## src/rtl/dpa_pkg.sv

```systemverilog
// dpa_pkg: shared types and defaults for the sequential slice subtractor.
// Holds the controller state encoding, default widths and the slice-index width helper.
package dpa_pkg;

    localparam int unsigned DefaultN = 64;
    localparam int unsigned DefaultW = 16;

    typedef enum logic [1:0] {
        StIdle,
        StCalc,
        StFix,
        StDone
    } dpa_state_e;

    // Slice index width: $clog2(N/W), but never narrower than one bit.
    function automatic int unsigned dpa_kw(input int unsigned n, input int unsigned w);
        int unsigned lg;
        lg = $clog2(n / w);
        return (lg < 1) ? 1 : lg;
    endfunction

endpackage

```

## src/rtl/dpa_sub_seq_if.sv

```systemverilog
// dpa_sub_seq_if: operand/result handshake bundle for dpa_sub_seq.
// master = operand producer / result consumer, slave = the subtractor.
interface dpa_sub_seq_if #(
    parameter int unsigned N = 64
);
    logic         in_valid;
    logic         in_ready;
    logic [N-1:0] a;
    logic [N-1:0] b;
    logic         bin;
    logic         signed_en;
    logic         out_valid;
    logic         out_ready;
    logic [N-1:0] diff;
    logic         bout;
    logic         negative_flag;
    logic         overflow_flag;
    logic         zero_flag;

    modport master (
        output in_valid, a, b, bin, signed_en, out_ready,
        input  in_ready, out_valid, diff, bout, negative_flag, overflow_flag, zero_flag
    );

    modport slave (
        input  in_valid, a, b, bin, signed_en, out_ready,
        output in_ready, out_valid, diff, bout, negative_flag, overflow_flag, zero_flag
    );

endinterface

```

## src/rtl/dpa_slice.sv

```systemverilog
// dpa_slice: combinational W-bit precompute / carry-select adder.
// Both candidate sums (carry-in 0 and 1) are formed up front; cin only picks one.
module dpa_slice #(
    parameter int unsigned W = 16
) (
    input  logic [W-1:0] x,
    input  logic [W-1:0] y,
    input  logic         cin,
    output logic [W-1:0] s,
    output logic         cout
);
    logic [W:0] sum0;
    logic [W:0] sum1;

    // Precompute both outcomes, then select by the incoming carry.
    always_comb begin
        sum0 = {1'b0, x} + {1'b0, y};
        sum1 = {1'b0, x} + {1'b0, y} + (W+1)'(1);
        s    = cin ? sum1[W-1:0] : sum0[W-1:0];
        cout = cin ? sum1[W] : sum0[W];
    end

endmodule

```

## src/rtl/dpa_sub_seq.sv

```systemverilog
// dpa_sub_seq: sequential a - b - bin, one W-bit slice per cycle behind valid/ready.
// Optional feature macro MAG_OUT_EN: adds a FIX cycle that turns a negative signed
// result into its magnitude (flags still describe the raw two's-complement result).
module dpa_sub_seq
    import dpa_pkg::*;
#(
    parameter int unsigned N = DefaultN,
    parameter int unsigned W = DefaultW
) (
    input  logic          clk,
    input  logic          rst,
    dpa_sub_seq_if.slave  bus
);
    localparam int unsigned NS = N / W;
    localparam int unsigned KW = dpa_kw(N, W);

    if (N % W != 0) begin : g_bad_width
        $error("dpa_sub_seq: N must be a multiple of W");
    end

    dpa_state_e    state_q;
    logic [N-1:0]  a_q;
    logic [N-1:0]  b_q;
    logic          signed_q;
    logic [KW-1:0] k_q;
    logic          carry_q;
    logic [N-1:0]  diff_q;
    logic          bout_q;
    logic          neg_q;
    logic          ovf_q;
    logic          in_ready_q;
    logic          out_valid_q;

    logic [W-1:0]  slice_x;
    logic [W-1:0]  slice_y;
    logic [W-1:0]  slice_s;
    logic          slice_cout;
    logic [N-1:0]  r_full;
    logic          last_slice;

    // Select the current slice; subtraction is a + ~b + carry, carry seeded with ~bin.
    always_comb begin
        slice_x            = a_q[k_q*W +: W];
        slice_y            = ~b_q[k_q*W +: W];
        r_full             = diff_q;
        r_full[k_q*W +: W] = slice_s;
        last_slice         = (k_q == KW'(NS - 1));
    end

    dpa_slice #(
        .W (W)
    ) u_slice (
        .x    (slice_x),
        .y    (slice_y),
        .cin  (carry_q),
        .s    (slice_s),
        .cout (slice_cout)
    );

    // Controller and datapath registers; all outputs are registered here.
    always_ff @(posedge clk or posedge rst) begin
        if (rst) begin
            state_q     <= StIdle;
            a_q         <= '0;
            b_q         <= '0;
            signed_q    <= 1'b0;
            k_q         <= '0;
            carry_q     <= 1'b0;
            diff_q      <= '0;
            bout_q      <= 1'b0;
            neg_q       <= 1'b0;
            ovf_q       <= 1'b0;
            in_ready_q  <= 1'b1;
            out_valid_q <= 1'b0;
        end else begin
            case (state_q)
                StIdle: begin
                    if (bus.in_valid) begin
                        a_q        <= bus.a;
                        b_q        <= bus.b;
                        signed_q   <= bus.signed_en;
                        carry_q    <= ~bus.bin;
                        k_q        <= '0;
                        in_ready_q <= 1'b0;
                        state_q    <= StCalc;
                    end
                end
                StCalc: begin
                    diff_q[k_q*W +: W] <= slice_s;
                    carry_q            <= slice_cout;
                    k_q                <= last_slice ? '0 : k_q + KW'(1);
                    if (last_slice) begin
                        // Flags come from the raw result; the final carry never propagates further.
                        bout_q <= ~slice_cout;
                        neg_q  <= signed_q & r_full[N-1];
                        ovf_q  <= signed_q ? ((a_q[N-1] ^ b_q[N-1]) & (r_full[N-1] ^ a_q[N-1]))
                                           : ~slice_cout;
`ifdef MAG_OUT_EN
                        state_q <= StFix;
`else
                        state_q     <= StDone;
                        out_valid_q <= 1'b1;
`endif
                    end
                end
`ifdef MAG_OUT_EN
                StFix: begin
                    if (signed_q && diff_q[N-1]) begin
                        diff_q <= ~diff_q + N'(1);
                    end
                    state_q     <= StDone;
                    out_valid_q <= 1'b1;
                end
`endif
                StDone: begin
                    if (bus.out_ready) begin
                        out_valid_q <= 1'b0;
                        in_ready_q  <= 1'b1;
                        state_q     <= StIdle;
                    end
                end
                default: begin
                    state_q     <= StIdle;
                    in_ready_q  <= 1'b1;
                    out_valid_q <= 1'b0;
                end
            endcase
        end
    end

    assign bus.in_ready      = in_ready_q;
    assign bus.out_valid     = out_valid_q;
    assign bus.diff          = diff_q;
    assign bus.bout          = bout_q;
    assign bus.negative_flag = neg_q;
    assign bus.overflow_flag = ovf_q;
    assign bus.zero_flag     = (diff_q == '0);

endmodule
```

## src/flat_wrapper.sv

```systemverilog
// flat-port wrapper written by rule: the top's interface ports become plain ports
module dpa_sub_seq_flat import dpa_pkg::*;
#(
    parameter int unsigned N = DefaultN,
    parameter int unsigned W = DefaultW
)
  (clk, rst, bus_in_valid, bus_a, bus_b, bus_bin, bus_signed_en, bus_out_ready, bus_in_ready, bus_out_valid, bus_diff, bus_bout, bus_negative_flag, bus_overflow_flag, bus_zero_flag);
  dpa_sub_seq_if #(.N(N)) bus_i ();
  input  logic clk;
  input  logic rst;
  input wire logic [$bits(bus_i.in_valid)-1:0] bus_in_valid;
  input wire logic [$bits(bus_i.a)-1:0] bus_a;
  input wire logic [$bits(bus_i.b)-1:0] bus_b;
  input wire logic [$bits(bus_i.bin)-1:0] bus_bin;
  input wire logic [$bits(bus_i.signed_en)-1:0] bus_signed_en;
  input wire logic [$bits(bus_i.out_ready)-1:0] bus_out_ready;
  output wire logic [$bits(bus_i.in_ready)-1:0] bus_in_ready;
  output wire logic [$bits(bus_i.out_valid)-1:0] bus_out_valid;
  output wire logic [$bits(bus_i.diff)-1:0] bus_diff;
  output wire logic [$bits(bus_i.bout)-1:0] bus_bout;
  output wire logic [$bits(bus_i.negative_flag)-1:0] bus_negative_flag;
  output wire logic [$bits(bus_i.overflow_flag)-1:0] bus_overflow_flag;
  output wire logic [$bits(bus_i.zero_flag)-1:0] bus_zero_flag;
  assign bus_i.in_valid = bus_in_valid;
  assign bus_i.a = bus_a;
  assign bus_i.b = bus_b;
  assign bus_i.bin = bus_bin;
  assign bus_i.signed_en = bus_signed_en;
  assign bus_i.out_ready = bus_out_ready;
  assign bus_in_ready = bus_i.in_ready;
  assign bus_out_valid = bus_i.out_valid;
  assign bus_diff = bus_i.diff;
  assign bus_bout = bus_i.bout;
  assign bus_negative_flag = bus_i.negative_flag;
  assign bus_overflow_flag = bus_i.overflow_flag;
  assign bus_zero_flag = bus_i.zero_flag;
  dpa_sub_seq #(.N(N), .W(W)) u_core (.clk(clk), .rst(rst), .bus(bus_i));
endmodule
```

## config.mk

```make
export PLATFORM = sky130hd
export DESIGN_NAME = dpa_sub_seq_flat
export DESIGN_NICKNAME = d
export VERILOG_FILES = /design/src/rtl/dpa_pkg.sv /design/src/rtl/dpa_sub_seq_if.sv /design/src/rtl/dpa_slice.sv /design/src/rtl/dpa_sub_seq.sv /design/src/flat_wrapper.sv
export SDC_FILE = /design/constraint.sdc
export NUM_CORES = 1
export LEC_CHECK = 0
export CAP_MARGIN = 20
export CORE_UTILIZATION = 47
export CTS_CLUSTER_SIZE = 40
export DETAILED_ROUTE_END_ITERATION = 16
export PLACE_DENSITY = 0.77
export SETUP_SLACK_MARGIN = 0.15
export SKIP_LAST_GASP = 1
export SLEW_MARGIN = 15
export SYNTH_ARGS = -nofsm -noshare
export SYNTH_HDL_FRONTEND = slang
export SYNTH_SLANG_ARGS = --single-unit
```

## constraint.sdc

```tcl
create_clock -name clk -period 5.9 [get_ports clk]
set_input_delay 0.59 -clock clk [delete_from_list [all_inputs] [get_ports clk]]
set_output_delay 0.59 -clock clk [all_outputs]
set_load 0.02 [all_outputs]
```

==> results of run 1 <==
==> sequential cells by signal, summed over array words and instances (netlist names), 2 cells and up <==
name and cells:
u_core.a_q 64, u_core.b_q 64, u_core.bus.diff 64, u_core.k_q 2
u_core.state_q 2
==> layout by cell type (no fill, tap or decap), types with 3 or more instances in the layout <==
| cell | synthesis | routed |
|---|---|---|
| clkbuf_16 | 0 | 23 |
| a21o_1 | 6 | 6 |
| xnor2_1 | 17 | 17 |
| clkdlybuf4s50_1 | 0 | 203 |
| nand3_1 | 8 | 8 |
| and3_1 | 3 | 3 |
| a21oi_1 | 18 | 18 |
| clkbuf_8 | 0 | 5 |
| nand2_1 | 467 | 467 |
| nor2b_1 | 4 | 4 |
| xor2_1 | 7 | 7 |
| dfrtp_1 | 202 | 200 |
| nor4_1 | 19 | 19 |
| and2_1 | 4 | 4 |
| a22o_1 | 13 | 13 |
| nand2b_1 | 6 | 6 |
| ha_1 | 23 | 23 |
| o21ai_0 | 63 | 63 |
| o211ai_1 | 7 | 7 |
| buf_4 | 0 | 6 |
| mux4_2 | 32 | 32 |
| clkbuf_1 | 47 | 7 |
| o21a_1 | 3 | 3 |
| nor3b_1 | 3 | 3 |
| nor3_1 | 10 | 10 |
| mux2i_1 | 3 | 3 |
| inv_1 | 27 | 26 |
| nor2_1 | 21 | 20 |
| nand4_1 | 10 | 10 |
==> tightest hold or removal path, stage by stage (launching register included) <==
cell and delay [ns]:
dfrtp_1 0.34, nand2_1 0.05, nand2_1 0.05
==> worst max path at each step <==
stage | start | to | slack [ns] | cells after the start
floorplan | u_core.k_q[1] | u_core.bus.overflow_flag | 1.11 | 16
global placement | u_core.k_q[0] | u_core.bus.overflow_flag | 1.34 | 14
detailed placement | u_core.k_q[0] | u_core.bus.overflow_flag | 1.19 | 14
CTS | u_core.k_q[0] | u_core.bus.overflow_flag | 1.17 | 14
global route | u_core.k_q[0] | u_core.bus.overflow_flag | 0.83 | 14
finish | u_core.k_q[0] | u_core.bus.overflow_flag | 1.21 | 14
==> kinds of logic after synthesis <==
logic type,count (synthesis)
AOI/OAI and AO/OA,138
xor gates and xnor gates,24
adders and majority gates,24
buffers and inverters,80
DFF,203
muxes,35
and+or+nand+nor,569
==> area by class of cell <==
| cell class | instances | share of cell area (%) |
|---|---|---|
| Clock inverter | 4 | 0.3779 |
| Timing Repair Buffer | 211 | 16.46 |
| Tap cell | 270 | 2.617 |
| Inverter | 27 | 0.8140 |
| Multi-Input combinational cell | 790 | 35.17 |
| Clock buffer | 35 | 5.194 |
| Sequential cell | 203 | 39.37 |
==> metal layers <==
layer / track usage (%) / vias up / wire [µm]
met5: 0 / - / 0
met4: 7.629 / 0 / 724
met3: 3.571 / 45 / 1860
met2: 41.89 / 349 / 12980
met1: 35.75 / 4070 / 11600
li1: - / 3963 / -
==> synthesized netlist by cell type, drive strengths merged (4+ instances only) <==
master / instances
buf: 6
nor2: 21
nor3: 10
nand4: 10
nor4: 19
inv: 27
o211ai: 8
ha: 23
a22o: 13
o21ai: 64
xor2: 7
mux4: 32
nand2b: 6
and2: 4
a21oi: 19
nor2b: 4
nand2: 467
a21o: 6
dfrtp: 202
xnor2: 17
nand3: 9
clkbuf: 47
==> stage by stage <==
stage	util, %	std cells	instance area [µm²]
global placement	59.54	1500	12160
finish	63.20	1540	12910
detailed placement	59.54	1500	12160
CTS	63.06	1539	12880
floorplan	-	1073	9921
global route	63.20	1540	12910
==> flow_summary_export.csv, run 1 <==
group,metric,value,unit
status,status,"completed",
worst_setup_path,cp_slowest_stage_delay,0.81,ns
synth,synth_compound_area_share,9.210,%
detailed_routing,drt_iter0_markers,636,
synth,synth-seq-cells,203,
worst_setup_path,r2r.worst_path.cells,14,
cts,clock_latency,0.51,ns
timing,slew_headroom,29.80,%
timing,fin_crit_sh,79.54,%
timing,tightest_slew,1.051,ns
flow_run,maxCapViolCount,0,
worst_setup_path,r2r_setup_slack,1.21,ns
layout,area_growth,30.19,%
floorplanning,die_w,147.3,µm
synth,synth_top_family_by_area,"simple AND/OR/NAND/NOR gates",
worst_setup_path,path_buf_inv,2,
layout,fillers,1690,
layout,diodes,0,
worst_setup_path,cp_max_fo,22,
floorplanning,initial_core_util,48.54,%
placement,place_congestion,0.8578,
cts,cts_buffers,22,
layout,nNetsFinal,1413,
grt,grt_max_degree,204,
cts,clk_pin_slew_worst_paths,0.06,ns
timing,setup_ws,1.207,ns
synth,yosys.area_share.simple,23.68,%
synth,syn_area,9917,µm²
placement,port_buffers,203,
cts,cts_hold_buf,0,
worst_setup_path,slowest_stage,"dfrtp_2",
synth,synthTopCellsByArea,"dfrtp_1, nand2_1, mux4_2",
detailed_routing,wirelength,27170,µm
worst_setup_path,criticalPathCategory,"flop to flop",
cts,cts_buffer_depth,3,
layout,multi_input_area,4541,µm²
synth,synthXorXnorAreaFrac,2.120,%
placement,dp_slack,1.194,ns
timing,rsz0062_at_grt,"false",
worst_setup_path,arrival,5.08,ns
timing,hold_slack,0.4680,ns
layout,layout-drive-gt1-share,6.850,%
synth,syn_avg_cell_area,9.242,µm²
grt,antenna_found_initial,0,
worst_setup_path,r2r_start,"u_core.k_q[0]",
timing,finalSetupViolCount,0,
synth,synth_top_area_share,50.97,%
timing,final.setup.tns,0,ns
synth,yosys_most_used_dff,"dfrtp_1",
synth,synth_fp_nets,1231,
worst_setup_path,critPathTopFamily,"compound AO/OA/AOI/OAI gates",
detailed_routing,drc_errors,0,
floorplanning,die_height,147.3,µm
synth,synthMuxAreaShare,7.570,%
detailed_routing,drtPass1Iterations,5,
layout,seq_area,5084,µm²
synth,yosysWarnings,0,
synth,synth.distinct_cells,61,
timing,layout_min_cycle_time,4.693,ns
cts,ctsResizeCount,0,
synth,synth_top_area_cell,"dfrtp_1",
detailed_routing,viasPerCell,5.472,
detailed_routing,dr_total_vias,8427,
synth,async_flop_share,100.0,%
worst_setup_path,required,6.28,ns
floorplanning,core_region_area,20430,µm²
grt,grt_pass1_wl,43810,µm
hold_path,min_path_type,"flop to flop",
floorplanning,dieArea,21690,µm²
hold_path,min_to,"u_core.b_q[46]",
placement,dpl.hpwl,19810,µm
cts,cts_tree,"built",
timing,fmax,213.1,MHz
synth,ys_seq_area_share,51.24,%
hold_path,hold_start,"u_core.b_q[46]",
hold_path,worst_hold_path.num_cells,2,
floorplanning,pin_count,204,
grt,grt_pass1_vias,8347,
synth,synth_cells,1073,
worst_setup_path,crit_chain,"buf_4, mux4_2, inv_1, ha_1, a211o_1, o211ai_1, o2111ai_1, nor3_1, nand4_1, nor4b_2, mux2i_1, a21oi_1, a32oi_1, o211ai_2",
detailed_routing,wire_per_inst,17.64,µm
timing,hold_violations,0,
detailed_routing,ant_nets,0,
synth,synthAdderAreaFrac,3.104,%
worst_setup_path,r2r_end,"u_core.bus.overflow_flag",
timing,drv_slew,0,
floorplanning,std_cell_rows,52,
synth,synth_edf_count,0,
worst_setup_path,endpoint_kind,"flop",
cts,cts_post_setup_buffers_inserted,0,
worst_setup_path,cp-start-kind,"flop",
cts,cts-root-buf,"clkbuf_16",
cts,cts_sinks,203,
grt,gr-total-overflow,0,
timing,skew,0.01103,ns
grt,grt_use_total,25.65,%
cts,cts_max_level,1,
Power of run 1 is left out: the tool's default activity adds up to more than one toggle a clock period on the data nets, which glitch-free logic cannot reach.
==> run 2, diff against run 1 <==
==> constraint.sdc (replaced) <==
create_clock -name clk -period 4.1 [get_ports clk]
set_input_delay 0.41 -clock clk [delete_from_list [all_inputs] [get_ports clk]]
set_output_delay 0.41 -clock clk [all_outputs]
set_load 0.02 [all_outputs]
==> flow_summary_export.csv, run 2 (same netlist as run 1, synthesis figures left out) <==
group,metric,value,unit
worst_setup_path,endpoint_kind,"flop",
timing,final.setup.tns,0,ns
layout,fillers,1653,
timing,rsz0062_at_grt,"true",
floorplanning,die_w,147.3,µm
layout,nNetsFinal,1444,
detailed_routing,wirelength,28200,µm
detailed_routing,drt_iter0_markers,598,
worst_setup_path,criticalPathCategory,"flop to flop",
layout,diodes,0,
worst_setup_path,required,4.47,ns
floorplanning,dieArea,21690,µm²
timing,hold_slack,0.3616,ns
floorplanning,initial_core_util,48.54,%
worst_setup_path,cp-start-kind,"flop",
detailed_routing,drc_errors,0,
layout,layout-drive-gt1-share,10.55,%
grt,grt_use_total,26.41,%
worst_setup_path,cp_max_fo,7,
cts,cts_hold_buf,0,
cts,cts_tree,"built",
timing,layout_min_cycle_time,3.963,ns
timing,fin_crit_sh,96.66,%
cts,clock_latency,0.50,ns
grt,gr-total-overflow,0,
timing,slew_headroom,52.48,%
worst_setup_path,arrival,4.34,ns
timing,tightest_slew,0.7127,ns
detailed_routing,drtPass1Iterations,5,
grt,grt_pass1_vias,8616,
timing,finalSetupViolCount,0,
detailed_routing,dr_total_vias,8618,
detailed_routing,ant_nets,0,
layout,final_common_cell,"nand2_1",
detailed_routing,viasPerCell,5.496,
grt,grt_max_degree,130,
cts,cts_sinks,203,
floorplanning,core_region_area,20430,µm²
placement,place_congestion,0.8778,
timing,fmax,252.3,MHz
cts,cts-root-buf,"clkbuf_16",
status,status,"completed",
cts,cts_max_level,1,
layout,area_growth,33.23,%
cts,cts_buffer_depth,3,
cts,clk_pin_slew_worst_paths,0.06,ns
detailed_routing,wire_per_inst,17.98,µm
floorplanning,pin_count,204,
cts,cts_buffers,21,
timing,skew,0.01170,ns
placement,dpl.hpwl,20410,µm
flow_run,maxCapViolCount,0,
grt,grt_pass1_wl,44880,µm
layout,postLayoutCoreUtil,64.67,%
floorplanning,die_height,147.3,µm
grt,antenna_found_initial,0,
timing,hold_violations,0,
timing,drv_slew,0,
placement,port_buffers,203,
hold_path,min_path_type,"primary input to asynchronous set/reset pin",
layout,final_cell_mix,"nand2_1, clkdlybuf4s50_1, dfrtp_1, o21ai_0, buf_4",
floorplanning,std_cell_rows,52,
## run 2: cell types whose count changed in the layout (fill, tap and decap cells not counted), moves of 3 or more
cell,before,now
xnor2_1,17,14
buf_12,1,5
ha_1,23,19
clkbuf_8,5,2
ha_2,0,3
buf_4,6,33
xnor2_2,0,3
## run 2: worst paths after layout
path	endpoint	start	cells after the start	slack (ns)
worst max-delay path	u_core.bus.overflow_flag	u_core.k_q[0]	14	0.14
worst min-delay path	u_core.b_q[61]	rst	2	0.36
worst max register to register	u_core.bus.overflow_flag	u_core.k_q[0]	14	0.14
worst min register to register	u_core.a_q[19]	u_core.a_q[19]	2	0.47
max in group asynchronous	u_core.k_q[0]	rst	3	2.92
min in group clk	u_core.b_q[9]	bus_b[9]	3	0.44
## run 2: final cells by class
cell class | count | area, µm² | area share (%)
sequential | 203 | 5084 | 38.48
multi-input combinational | 790 | 4673 | 35.37
inverter | 27 | 105.1 | 0.7955
tap | 270 | 337.8 | 2.557
clock buffer | 30 | 579.3 | 4.384
clock inverter | 5 | 31.28 | 0.2367
timing repair buffer | 243 | 2402 | 18.18
## run 2: metrics by stage
step | instance area, µm² | std cells | worst slack [ns]
after floorplan | 9992 | 1073 | 0.1385
after detailed placement | 12380 | 1520 | 0.02105
after global routing | 13210 | 1568 | -0.02666
final | 13210 | 1568 | 0.1370
after CTS | 13060 | 1561 | 0.1585
after global placement | 12380 | 1520 | 0.1247
## run 2: metal layers
metal / global-route usage, % / wire [µm] / vias up / share of wire (%)
met5: 0 / 0 / - / 0
met4: 8.247 / 803 / 0 / 2.8
met3: 4.130 / 1818 / 58 / 6.4
met2: 43.25 / 13560 / 354 / 48
met1: 36.27 / 12020 / 4180 / 43
li1: - / - / 4026 / -
## run 2: worst max-delay path, stage by stage, from the launching register on
cell      delay [ns]
dfrtp_2         0.48
mux4_2          0.56
ha_4            0.18
fa_2            0.37
a21o_1          0.22
a41oi_2         0.29
buf_4           0.17
a21oi_2         0.07
nor4b_2         0.31
nor3_1          0.12
nor4b_2         0.36
mux2i_1         0.32
a21oi_1         0.10
a32oi_1         0.19
o211ai_2        0.09
## run 2: repair_timing
item,4_1_cts,5_1_grt
endpoints found under the setup margin,11,19
buffers inserted,6,7
resized for setup,4,22
cloned,0,0
pin swaps,4,4
Power of run 2 is left out for the same reason.
==> run 3, diff against run 2 <==
--- a/config.mk
+++ b/config.mk
@@ -16,3 +16,4 @@
 export SYNTH_ARGS = -nofsm -noshare
 export SYNTH_HDL_FRONTEND = slang
 export SYNTH_SLANG_ARGS = --single-unit
+export TNS_END_PERCENT = 10
==> flow_summary_export.csv, run 3 (same netlist as run 1, synthesis figures left out) <==
group,metric,value,unit
status,status,"completed",
worst_setup_path,required,4.52,ns
worst_setup_path,endpoint_kind,"flop",
layout,layout-drive-gt1-share,11.00,%
timing,drv_slew,0,
floorplanning,core_region_area,20430,µm²
layout,nNetsFinal,1453,
worst_setup_path,r2r_start,"u_core.k_q[0]",
cts,cts_sinks,203,
cts,cts_tree,"built",
worst_setup_path,arrival,4.32,ns
timing,fin_crit_sh,94.97,%
floorplanning,dieArea,21690,µm²
grt,grt_max_degree,131,
flow_run,maxCapViolCount,0,
floorplanning,die_w,147.3,µm
timing,hold_violations,0,
timing,slew_headroom,52.72,%
placement,dpl.hpwl,20110,µm
grt,grt_pass1_wl,44460,µm
layout,final_common_cell,"nand2_1",
detailed_routing,ant_nets,0,
detailed_routing,dr_total_vias,8571,
timing,hold_slack,0.3615,ns
cts,clk_pin_slew_worst_paths,0.06,ns
hold_path,min_path_type,"primary input to asynchronous set/reset pin",
floorplanning,std_cell_rows,52,
layout,area_growth,34.48,%
worst_setup_path,cp-start-kind,"flop",
floorplanning,initial_core_util,48.54,%
detailed_routing,viasPerCell,5.428,
detailed_routing,drtPass1Iterations,5,
grt,gr-total-overflow,0,
grt,grt_use_total,25.98,%
cts,cts_buffer_depth,3,
cts,cts-root-buf,"clkbuf_16",
grt,antenna_found_initial,0,
timing,finalSetupViolCount,0,
cts,clock_latency,0.50,ns
cts,cts_buffers,21,
worst_setup_path,r2r.worst_path.cells,13,
placement,port_buffers,203,
timing,rsz0062_at_grt,"true",
detailed_routing,wire_per_inst,17.33,µm
worst_setup_path,cp_max_fo,5,
floorplanning,die_height,147.3,µm
layout,diodes,0,
timing,fmax,256.8,MHz
timing,skew,0.01116,ns
worst_setup_path,criticalPathCategory,"flop to flop",
detailed_routing,drt_iter0_markers,538,
layout,final_cell_mix,"nand2_1, clkdlybuf4s50_1, dfrtp_1, o21ai_0, buf_4",
detailed_routing,wirelength,27370,µm
timing,layout_min_cycle_time,3.894,ns
worst_setup_path,r2r_end,"u_core.bus.overflow_flag",
cts,cts_max_level,1,
placement,place_congestion,0.8772,
grt,grt_pass1_vias,8481,
layout,stdcell_area,13340,µm²
worst_setup_path,r2r_setup_slack,0.21,ns
placement,dpl-instance-area,12400,µm²
detailed_routing,drc_errors,0,
timing,tightest_slew,0.7092,ns
floorplanning,pin_count,204,
run 3: changes by cell type in the layout (fill, tap and decap cells not counted), moves of 3 or more:
cell,delta
xnor2_2,-3
buf_4,+9
clkbuf_1,-3
bufinv_16,+3
xnor2_1,+3
run 3: per-layer routing:
layer | track usage (%) | vias to the layer above | part of all wire [%] | routed length (µm)
met2 | 42.10 | 346 | 47 | 12910
met4 | 6.804 | 0 | 2.3 | 626
li1 | - | 4043 | - | -
met3 | 3.696 | 45 | 6.7 | 1836
met5 | 0 | - | 0 | 0
met1 | 36.81 | 4137 | 44 | 11990
run 3: stage by stage:
| step | std cells | TNS (ns) | util [%] | worst slack, ns |
|---|---|---|---|---|
| final | 1579 | 0 | 65.28 | 0.2064 |
| after global routing | 1579 | 0 | 65.28 | 0.0006253 |
| after CTS | 1571 | 0 | 64.74 | 0.1540 |
| after detailed placement | 1525 | -0.1149 | 60.71 | -0.07145 |
| after global placement | 1525 | 0 | 60.71 | 0.02713 |
| after floorplan | 1073 | -11.77 | - | -0.6878 |
run 3: area by class of cell:
cell class | count | area, µm²
Clock buffer | 28 | 581.8
Sequential cell | 203 | 5086
Tap cell | 270 | 337.8
Fill cell | 1638 | 7093
Timing Repair Buffer | 252 | 2470
Multi-Input combinational cell | 790 | 4627
Clock inverter | 9 | 128.9
Inverter | 27 | 105.1
run 3: worst max path at each step:
stage / endpoint / slack [ns] / cells past startpoint / from
floorplan: u_core.bus.overflow_flag / -0.69 / 16 / u_core.k_q[1]
detailed placement: u_core.bus.overflow_flag / -0.07 / 13 / u_core.k_q[0]
finish: u_core.bus.overflow_flag / 0.21 / 13 / u_core.k_q[0]
CTS: u_core.bus.overflow_flag / 0.15 / 12 / u_core.k_q[0]
global route: u_core.bus.overflow_flag / 0.0006 / 14 / u_core.k_q[0]
global placement: u_core.bus.overflow_flag / 0.03 / 13 / u_core.k_q[0]
run 3: critical path, cell delays in order (launching register included):
cell and delay (ns):
dfrtp_2 0.47, mux4_2 0.57, ha_4 0.19, fa_2 0.36, a21o_1 0.21, a41o_1 0.30
o211ai_1 0.31, nor3b_2 0.22, o211ai_1 0.18, a211oi_4 0.29, nand3_2 0.10, xnor2_1 0.17
or3_1 0.37, o211ai_2 0.08
run 3: repair_timing:
action,4_1_cts,5_1_grt
hold buffers,0,0
pin swaps,6,10
setup buffers,9,8
endpoints found under the setup margin,27,27
gates resized for setup,13,11
gates cloned,0,0
Power of run 3 is left out for the same reason.
